===== config.mk =====
export PLATFORM = sky130hd
export DESIGN_NAME = fm_add_xfer_arb_flat
export DESIGN_NICKNAME = d
export VERILOG_FILES = /design/src/rtl/fm_add_xfer_arb_if.sv /design/src/rtl/fm_add_xfer_arb.sv /design/src/flat_wrapper.sv
export SDC_FILE = /design/constraint.sdc
export NUM_CORES = 1
export LEC_CHECK = 0
export ABC_AREA = 1
export CORE_UTILIZATION = 30
export DETAILED_ROUTE_END_ITERATION = 12
export PLACE_DENSITY = 0.64
export SYNTH_ARGS = -nofsm -noshare
export SYNTH_HDL_FRONTEND = slang
export SYNTH_SLANG_ARGS = --single-unit
export TNS_END_PERCENT = 20

===== constraint.sdc =====
create_clock -name clk -period 1.9 [get_ports clk]
set_input_delay 0.38 -clock clk [delete_from_list [all_inputs] [get_ports clk]]
set_output_delay 0.38 -clock clk [all_outputs]
set_load 0.05 [all_outputs]

===== src/rtl/fm_add_xfer_arb_if.sv =====
// fm_add_xfer_arb_if: requester descriptors, grant/done handshakes and engine control for the transfer arbiter.
interface fm_add_xfer_arb_if #(
  parameter int APP_ADDR_WIDTH = 32,
  parameter int BRAM_ADDR_WIDTH = 6
);
  logic init_calib_complete;
  logic req_0, req_1, rd_wr_0, rd_wr_1;
  logic [APP_ADDR_WIDTH-1:0] ddr_addr_0, ddr_addr_1;
  logic [BRAM_ADDR_WIDTH-1:0] bram_addr_0, bram_addr_1;
  logic gnt_0, gnt_1, done_0, done_1, err, busy;
  logic module_en, rd_wr, module_done;
  logic [APP_ADDR_WIDTH-1:0] ddr_begin_addr;
  logic [BRAM_ADDR_WIDTH-1:0] bram_begin_addr;
  modport master (
    output init_calib_complete, req_0, req_1, rd_wr_0, rd_wr_1,
           ddr_addr_0, ddr_addr_1, bram_addr_0, bram_addr_1, module_done,
    input  gnt_0, gnt_1, done_0, done_1, err, busy,
           module_en, rd_wr, ddr_begin_addr, bram_begin_addr
  );
  modport slave (
    input  init_calib_complete, req_0, req_1, rd_wr_0, rd_wr_1,
           ddr_addr_0, ddr_addr_1, bram_addr_0, bram_addr_1, module_done,
    output gnt_0, gnt_1, done_0, done_1, err, busy,
           module_en, rd_wr, ddr_begin_addr, bram_begin_addr
  );
endinterface


===== src/rtl/fm_add_xfer_arb.sv =====
// fm_add_xfer_arb: round-robin arbiter handing one DDR<->BRAM transfer engine to two requesters.
// Optional BUSY watchdog enabled by defining FM_XFER_WDOG_EN.
module fm_add_xfer_arb #(
  parameter int APP_ADDR_WIDTH = 32,
  parameter int BRAM_ADDR_WIDTH = 6,
  parameter int WDOG_CYCLES = 4096
) (
  input logic clk,
  input logic rst,
  fm_add_xfer_arb_if.slave bus
);
  typedef enum logic [1:0] {IDLE, ISSUE, BUSY, RESP} state_t;
  state_t state, state_n;
  logic owner, last, sel, abort, timeout, en_q, err_q, rd_wr_q;
  logic [APP_ADDR_WIDTH-1:0] ddr_q;
  logic [BRAM_ADDR_WIDTH-1:0] bram_q;
`ifdef FM_XFER_WDOG_EN
  localparam int WW = $clog2(WDOG_CYCLES) + 1;
  logic [WW-1:0] wdog;
  // held at zero through the module_en cycle, so the limit counts from the cycle after BUSY entry
  always_ff @(posedge clk)
    if (rst) wdog <= '0;
    else wdog <= (state == BUSY && !en_q) ? wdog + WW'(1) : '0;
  assign timeout = wdog == WW'(WDOG_CYCLES - 1);
`else
  assign timeout = WDOG_CYCLES < 0;
`endif
  assign sel = (bus.req_0 && bus.req_1) ? !last : bus.req_1;
  always_comb begin
    state_n = state;
    abort = 1'b0;
    case (state)
      IDLE: state_n = (bus.init_calib_complete && (bus.req_0 || bus.req_1)) ? ISSUE : IDLE;
      ISSUE: state_n = BUSY;
      BUSY: begin
        abort = !bus.init_calib_complete || timeout;
        state_n = (abort || bus.module_done) ? RESP : BUSY;
      end
      default: state_n = IDLE;
    endcase
  end
  always_ff @(posedge clk)
    if (rst) begin
      state <= IDLE;
      last <= 1'b1;
      owner <= 1'b0;
      en_q <= 1'b0;
      err_q <= 1'b0;
      rd_wr_q <= 1'b0;
      ddr_q <= '0;
      bram_q <= '0;
    end else begin
      state <= state_n;
      en_q <= state == ISSUE;
      err_q <= abort;
      if (state == IDLE && state_n == ISSUE) begin
        owner <= sel;
        rd_wr_q <= sel ? bus.rd_wr_1 : bus.rd_wr_0;
        ddr_q <= sel ? bus.ddr_addr_1 : bus.ddr_addr_0;
        bram_q <= sel ? bus.bram_addr_1 : bus.bram_addr_0;
      end
      if (state == RESP) last <= owner;
    end
  assign bus.gnt_0 = state == ISSUE && !owner;
  assign bus.gnt_1 = state == ISSUE && owner;
  assign bus.done_0 = state == RESP && !owner;
  assign bus.done_1 = state == RESP && owner;
  assign bus.err = err_q;
  assign bus.busy = state != IDLE;
  assign bus.module_en = en_q;
  assign bus.rd_wr = rd_wr_q;
  assign bus.ddr_begin_addr = ddr_q;
  assign bus.bram_begin_addr = bram_q;
endmodule


===== src/flat_wrapper.sv =====
// flat-port wrapper written by rule: the top's interface ports become plain ports
module fm_add_xfer_arb_flat 
#(
  parameter int APP_ADDR_WIDTH = 32,
  parameter int BRAM_ADDR_WIDTH = 6,
  parameter int WDOG_CYCLES = 4096
)
  (clk, rst, bus_init_calib_complete, bus_req_0, bus_req_1, bus_rd_wr_0, bus_rd_wr_1, bus_ddr_addr_0, bus_ddr_addr_1, bus_bram_addr_0, bus_bram_addr_1, bus_module_done, bus_gnt_0, bus_gnt_1, bus_done_0, bus_done_1, bus_err, bus_busy, bus_module_en, bus_rd_wr, bus_ddr_begin_addr, bus_bram_begin_addr);
  fm_add_xfer_arb_if #(.APP_ADDR_WIDTH(APP_ADDR_WIDTH), .BRAM_ADDR_WIDTH(BRAM_ADDR_WIDTH)) bus_i ();
  input logic clk;
  input logic rst;
  input wire logic [$bits(bus_i.init_calib_complete)-1:0] bus_init_calib_complete;
  input wire logic [$bits(bus_i.req_0)-1:0] bus_req_0;
  input wire logic [$bits(bus_i.req_1)-1:0] bus_req_1;
  input wire logic [$bits(bus_i.rd_wr_0)-1:0] bus_rd_wr_0;
  input wire logic [$bits(bus_i.rd_wr_1)-1:0] bus_rd_wr_1;
  input wire logic [$bits(bus_i.ddr_addr_0)-1:0] bus_ddr_addr_0;
  input wire logic [$bits(bus_i.ddr_addr_1)-1:0] bus_ddr_addr_1;
  input wire logic [$bits(bus_i.bram_addr_0)-1:0] bus_bram_addr_0;
  input wire logic [$bits(bus_i.bram_addr_1)-1:0] bus_bram_addr_1;
  input wire logic [$bits(bus_i.module_done)-1:0] bus_module_done;
  output wire logic [$bits(bus_i.gnt_0)-1:0] bus_gnt_0;
  output wire logic [$bits(bus_i.gnt_1)-1:0] bus_gnt_1;
  output wire logic [$bits(bus_i.done_0)-1:0] bus_done_0;
  output wire logic [$bits(bus_i.done_1)-1:0] bus_done_1;
  output wire logic [$bits(bus_i.err)-1:0] bus_err;
  output wire logic [$bits(bus_i.busy)-1:0] bus_busy;
  output wire logic [$bits(bus_i.module_en)-1:0] bus_module_en;
  output wire logic [$bits(bus_i.rd_wr)-1:0] bus_rd_wr;
  output wire logic [$bits(bus_i.ddr_begin_addr)-1:0] bus_ddr_begin_addr;
  output wire logic [$bits(bus_i.bram_begin_addr)-1:0] bus_bram_begin_addr;
  assign bus_i.init_calib_complete = bus_init_calib_complete;
  assign bus_i.req_0 = bus_req_0;
  assign bus_i.req_1 = bus_req_1;
  assign bus_i.rd_wr_0 = bus_rd_wr_0;
  assign bus_i.rd_wr_1 = bus_rd_wr_1;
  assign bus_i.ddr_addr_0 = bus_ddr_addr_0;
  assign bus_i.ddr_addr_1 = bus_ddr_addr_1;
  assign bus_i.bram_addr_0 = bus_bram_addr_0;
  assign bus_i.bram_addr_1 = bus_bram_addr_1;
  assign bus_i.module_done = bus_module_done;
  assign bus_gnt_0 = bus_i.gnt_0;
  assign bus_gnt_1 = bus_i.gnt_1;
  assign bus_done_0 = bus_i.done_0;
  assign bus_done_1 = bus_i.done_1;
  assign bus_err = bus_i.err;
  assign bus_busy = bus_i.busy;
  assign bus_module_en = bus_i.module_en;
  assign bus_rd_wr = bus_i.rd_wr;
  assign bus_ddr_begin_addr = bus_i.ddr_begin_addr;
  assign bus_bram_begin_addr = bus_i.bram_begin_addr;
  fm_add_xfer_arb #(.APP_ADDR_WIDTH(APP_ADDR_WIDTH), .BRAM_ADDR_WIDTH(BRAM_ADDR_WIDTH), .WDOG_CYCLES(WDOG_CYCLES)) u_core (.clk(clk), .rst(rst), .bus(bus_i));
endmodule

==> impl_results.md <==
* Critical path start-end classification: reg -> out
* Final Hold Fails at 0
* Top Layer Used: met4
* Cts hold-fix bufs at 0
* Min-delay worst type: reg -> reg
* Worst VDD drop at 0.378 mV
* Highest achievable clock rate at approximately 540 MHz
* Number of nets in the finished design at approximately 640
* Count of endpoints failing setup in the final report at 0
* Leakage dissipation at roughly 2.1 nW
* Diode count at 0
* Root buf cell: clkbuf_8
* Post-CTS setup buffer count at 0
* DIE HEIGHT at 92.6 um
* Detail Placement HPWL at around 5300 um
* Global-route usage over all layers at 0.167
* Number of maximum-capacitance violations at 0
* Final Slew Violations at 0
* Warnings from Yosys at 0
* P per Cell Area at 931 nW/um^2
* Area overhead of the layout relative to synthesis at 62.5%
* Maximum level of the CTS H-tree at 2
* Via density per instance at 4.24
* Total detailed-routing wirelength at 7000 um
* Number of ports placed on the die boundary at 130
* CTS tree: done
* Critical path launch point type: register
* Buffer depth of the longest clock path at 2
* Area of the core region at around 8000 sq um
* Worst path arrival time at ~1.5 ns
* Fraction of final layout cells sized beyond drive strength 1 at 0.0726
* Unrepaired setup endpoints after global routing: false
* Family with the most delay on the worst path: buffers and inverters
* Clock-pin slew on the worst setup and hold paths at about 0.08 ns
* Die Footprint at about 8600 sq um
* Wire length of the first global-routing pass at roughly 11000 um
* Cell taking the most area after synthesis: dfxtp_1
* Post-synthesis average cell area at between 5 and 6 sq um
* Via count at between 2000 and 3000
* Global placer's final weighted congestion at approximately 0.74
* Count of antenna-violating nets left after detailed routing at 0
* Required time at the worst-slack endpoint at around 1.5 ns
* Number of clock buffers inserted by TritonCTS at 5
* Post-route fraction of the period consumed by the critical path at 0.970
* Delay of the slowest cell on the worst path at about 0.81 ns
* DIE WIDTH at 92.6 um
* Buf+Inv Stages, Crit Path at 1
* Hold Slack at 0.478 ns
* Library cells used by synthesis at 13
* Vias in the first global route at between 2000 and 3000
* Clock period minus final worst setup slack at approximately 1.8 ns
* Number of standard cells after synthesis at approximately 430
* Detailed-route wire length per cell at ~11 um
* Cell Chain, Critical Path: clkdlybuf4s50_1
* Final TNS setup at 0 ns
* GR Overflow Total at 0
* CTS Sinks at 45
* Initial DRC Count at a little under 90
* Run status: finished, final reports clean
* Fin Clk Skew at approximately 0.0051 ns
* Critical path peak fanout at 2
* Post-synthesis net count at around 520
* Slew HR at 0.636
* Number of antenna violations at the first check in global routing at 0
* Slowest CP cell: clkdlybuf4s50_1
* Proportion of synthesized chip area in sequential cells at 0.366
* Total iterations of the first detailed-routing run at 4
* Wire length on met1 at 3100 um
* Number of buffers inserted by port buffering at 129
* FILL cells at 839
* Resize count post-CTS at 0
* Largest net degree at the start of global routing at 44
* Sum of met2 wire segment lengths after detailed routing at about 3300 um
* Total met3 wirelength after detailed routing at between 500 and 600 um
* Later-pin clock latency in the skew report at approximately 0.29 ns
* Area of the mapped netlist at approximately 2500 sq um
* Number of remaining DRC errors at 0
* Effective utilization at floorplan at 0.313
* Top cell type's share of synthesized area at 0.366
* Number of placement rows at 32
* Crit. End Element: primary output
* Transition time at the pin with the least slew margin at between 0.5 and 0.6 ns
* Top post-synthesis cells by area: dfxtp_1 (37%), nand2_1 (26%), nor2_1 (13%)
* Total of flip-flops plus latches after synthesis at between 40 and 50
final cells by class:
cell class / count / area (sq um) / area share
flip-flops and latches: 45 / 901 / 0.225
clock buffers: 7 / 96.3 / 0.0241
well taps: 102 / 128 / 0.0319
inverters: 55 / 206 / 0.0517
repair buffers: 139 / 1420 / 0.354
multi-input cells: 304 / 1240 / 0.311
clock inverters: 1 / 5.00 / 0.00125
synth_stat cells:
master and count:
nand2_1 171, nor2_1 86, inv_1 53, dfxtp_1 45
nand3_1 40, clkbuf_1 14, buf_2 9, ha_1 5
buf_6 1, clkinv_1 1, inv_2 1, nand3_2 1
nand4_1 1
power by group:
part / total [W] / switching [W] / internal (W)
logic: 0.00185 / 0.00117 / 0.000683
clock network: 0.000651 / 0.000322 / 0.000329
registers: 0.00122 / 0.0000948 / 0.00112
total: 0.00372 / 0.00159 / 0.00213
final timing paths:
| check | start | end | slack [ns] | cells past startpoint |
|---|---|---|---|---|
| max | u_core.bus.ddr_begin_addr[0] | bus_ddr_begin_addr[0] | 0.06 | 1 |
| max reg2reg | u_core.state[0] | u_core.bus.ddr_begin_addr[24] | 0.25 | 7 |
| min reg2reg | u_core.last | u_core.last | 0.48 | 2 |
| min | u_core.last | u_core.last | 0.48 | 2 |
state kept, by name, indices dropped and copies added, names as in the netlist:
signal and count:
u_core.state 2, u_core.bus.err 1, u_core.last 1, u_core.bus.module_en 1
u_core.bus.ddr_begin_addr 32, u_core.owner 1, u_core.bus.bram_begin_addr 6, u_core.bus.rd_wr 1
cells in the final DEF (no fill, tap or decap):
| cell type | n |
|---|---|
| dfxtp_1 | 45 |
| nor2_1 | 86 |
| nand3_2 | 1 |
| clkbuf_8 | 7 |
| inv_2 | 1 |
| clkinv_2 | 1 |
| buf_4 | 22 |
| inv_1 | 53 |
| buf_12 | 8 |
| nand4_1 | 1 |
| nand2_1 | 171 |
| clkdlybuf4s50_1 | 109 |
| ha_1 | 5 |
| nand3_1 | 40 |
| clkinv_1 | 1 |
metal layers:
metal / global-route usage / up-vias
met1: 0.197 / 1183
met4: 0.0391 / 0
met5: 0 / -
met2: 0.301 / 82
li1: - / 1495
met3: 0.0443 / 6
metrics by stage:
step | area, sq um | power, W | utilization | instances | worst slack (ns)
4_1_cts | 4000 | 0.00376 | 0.509 | 653 | 0.0419
6_report | 4000 | 0.00372 | 0.509 | 653 | 0.0574
5_1_grt | 4000 | 0.00398 | 0.509 | 653 | 0.0156
2_1_floorplan | 2460 | 0.00242 | - | 428 | 0.207
3_3_place_gp | 3890 | 0.00308 | 0.496 | 645 | 0.133
3_5_place_dp | 3890 | 0.00310 | 0.496 | 645 | 0.0802
cells by family (layout without fill, tap and decap cells):
kind of cell / count (synthesis) / after routing / share of synthesized area
DFF: 45 / 45 / 0.366
adders and majority gates: 5 / 5 / 0.0254
buffers and inverters: 79 / 202 / 0.128
and+or+nand+nor: 299 / 299 / 0.480
Power figures use the tool's default switching activity.
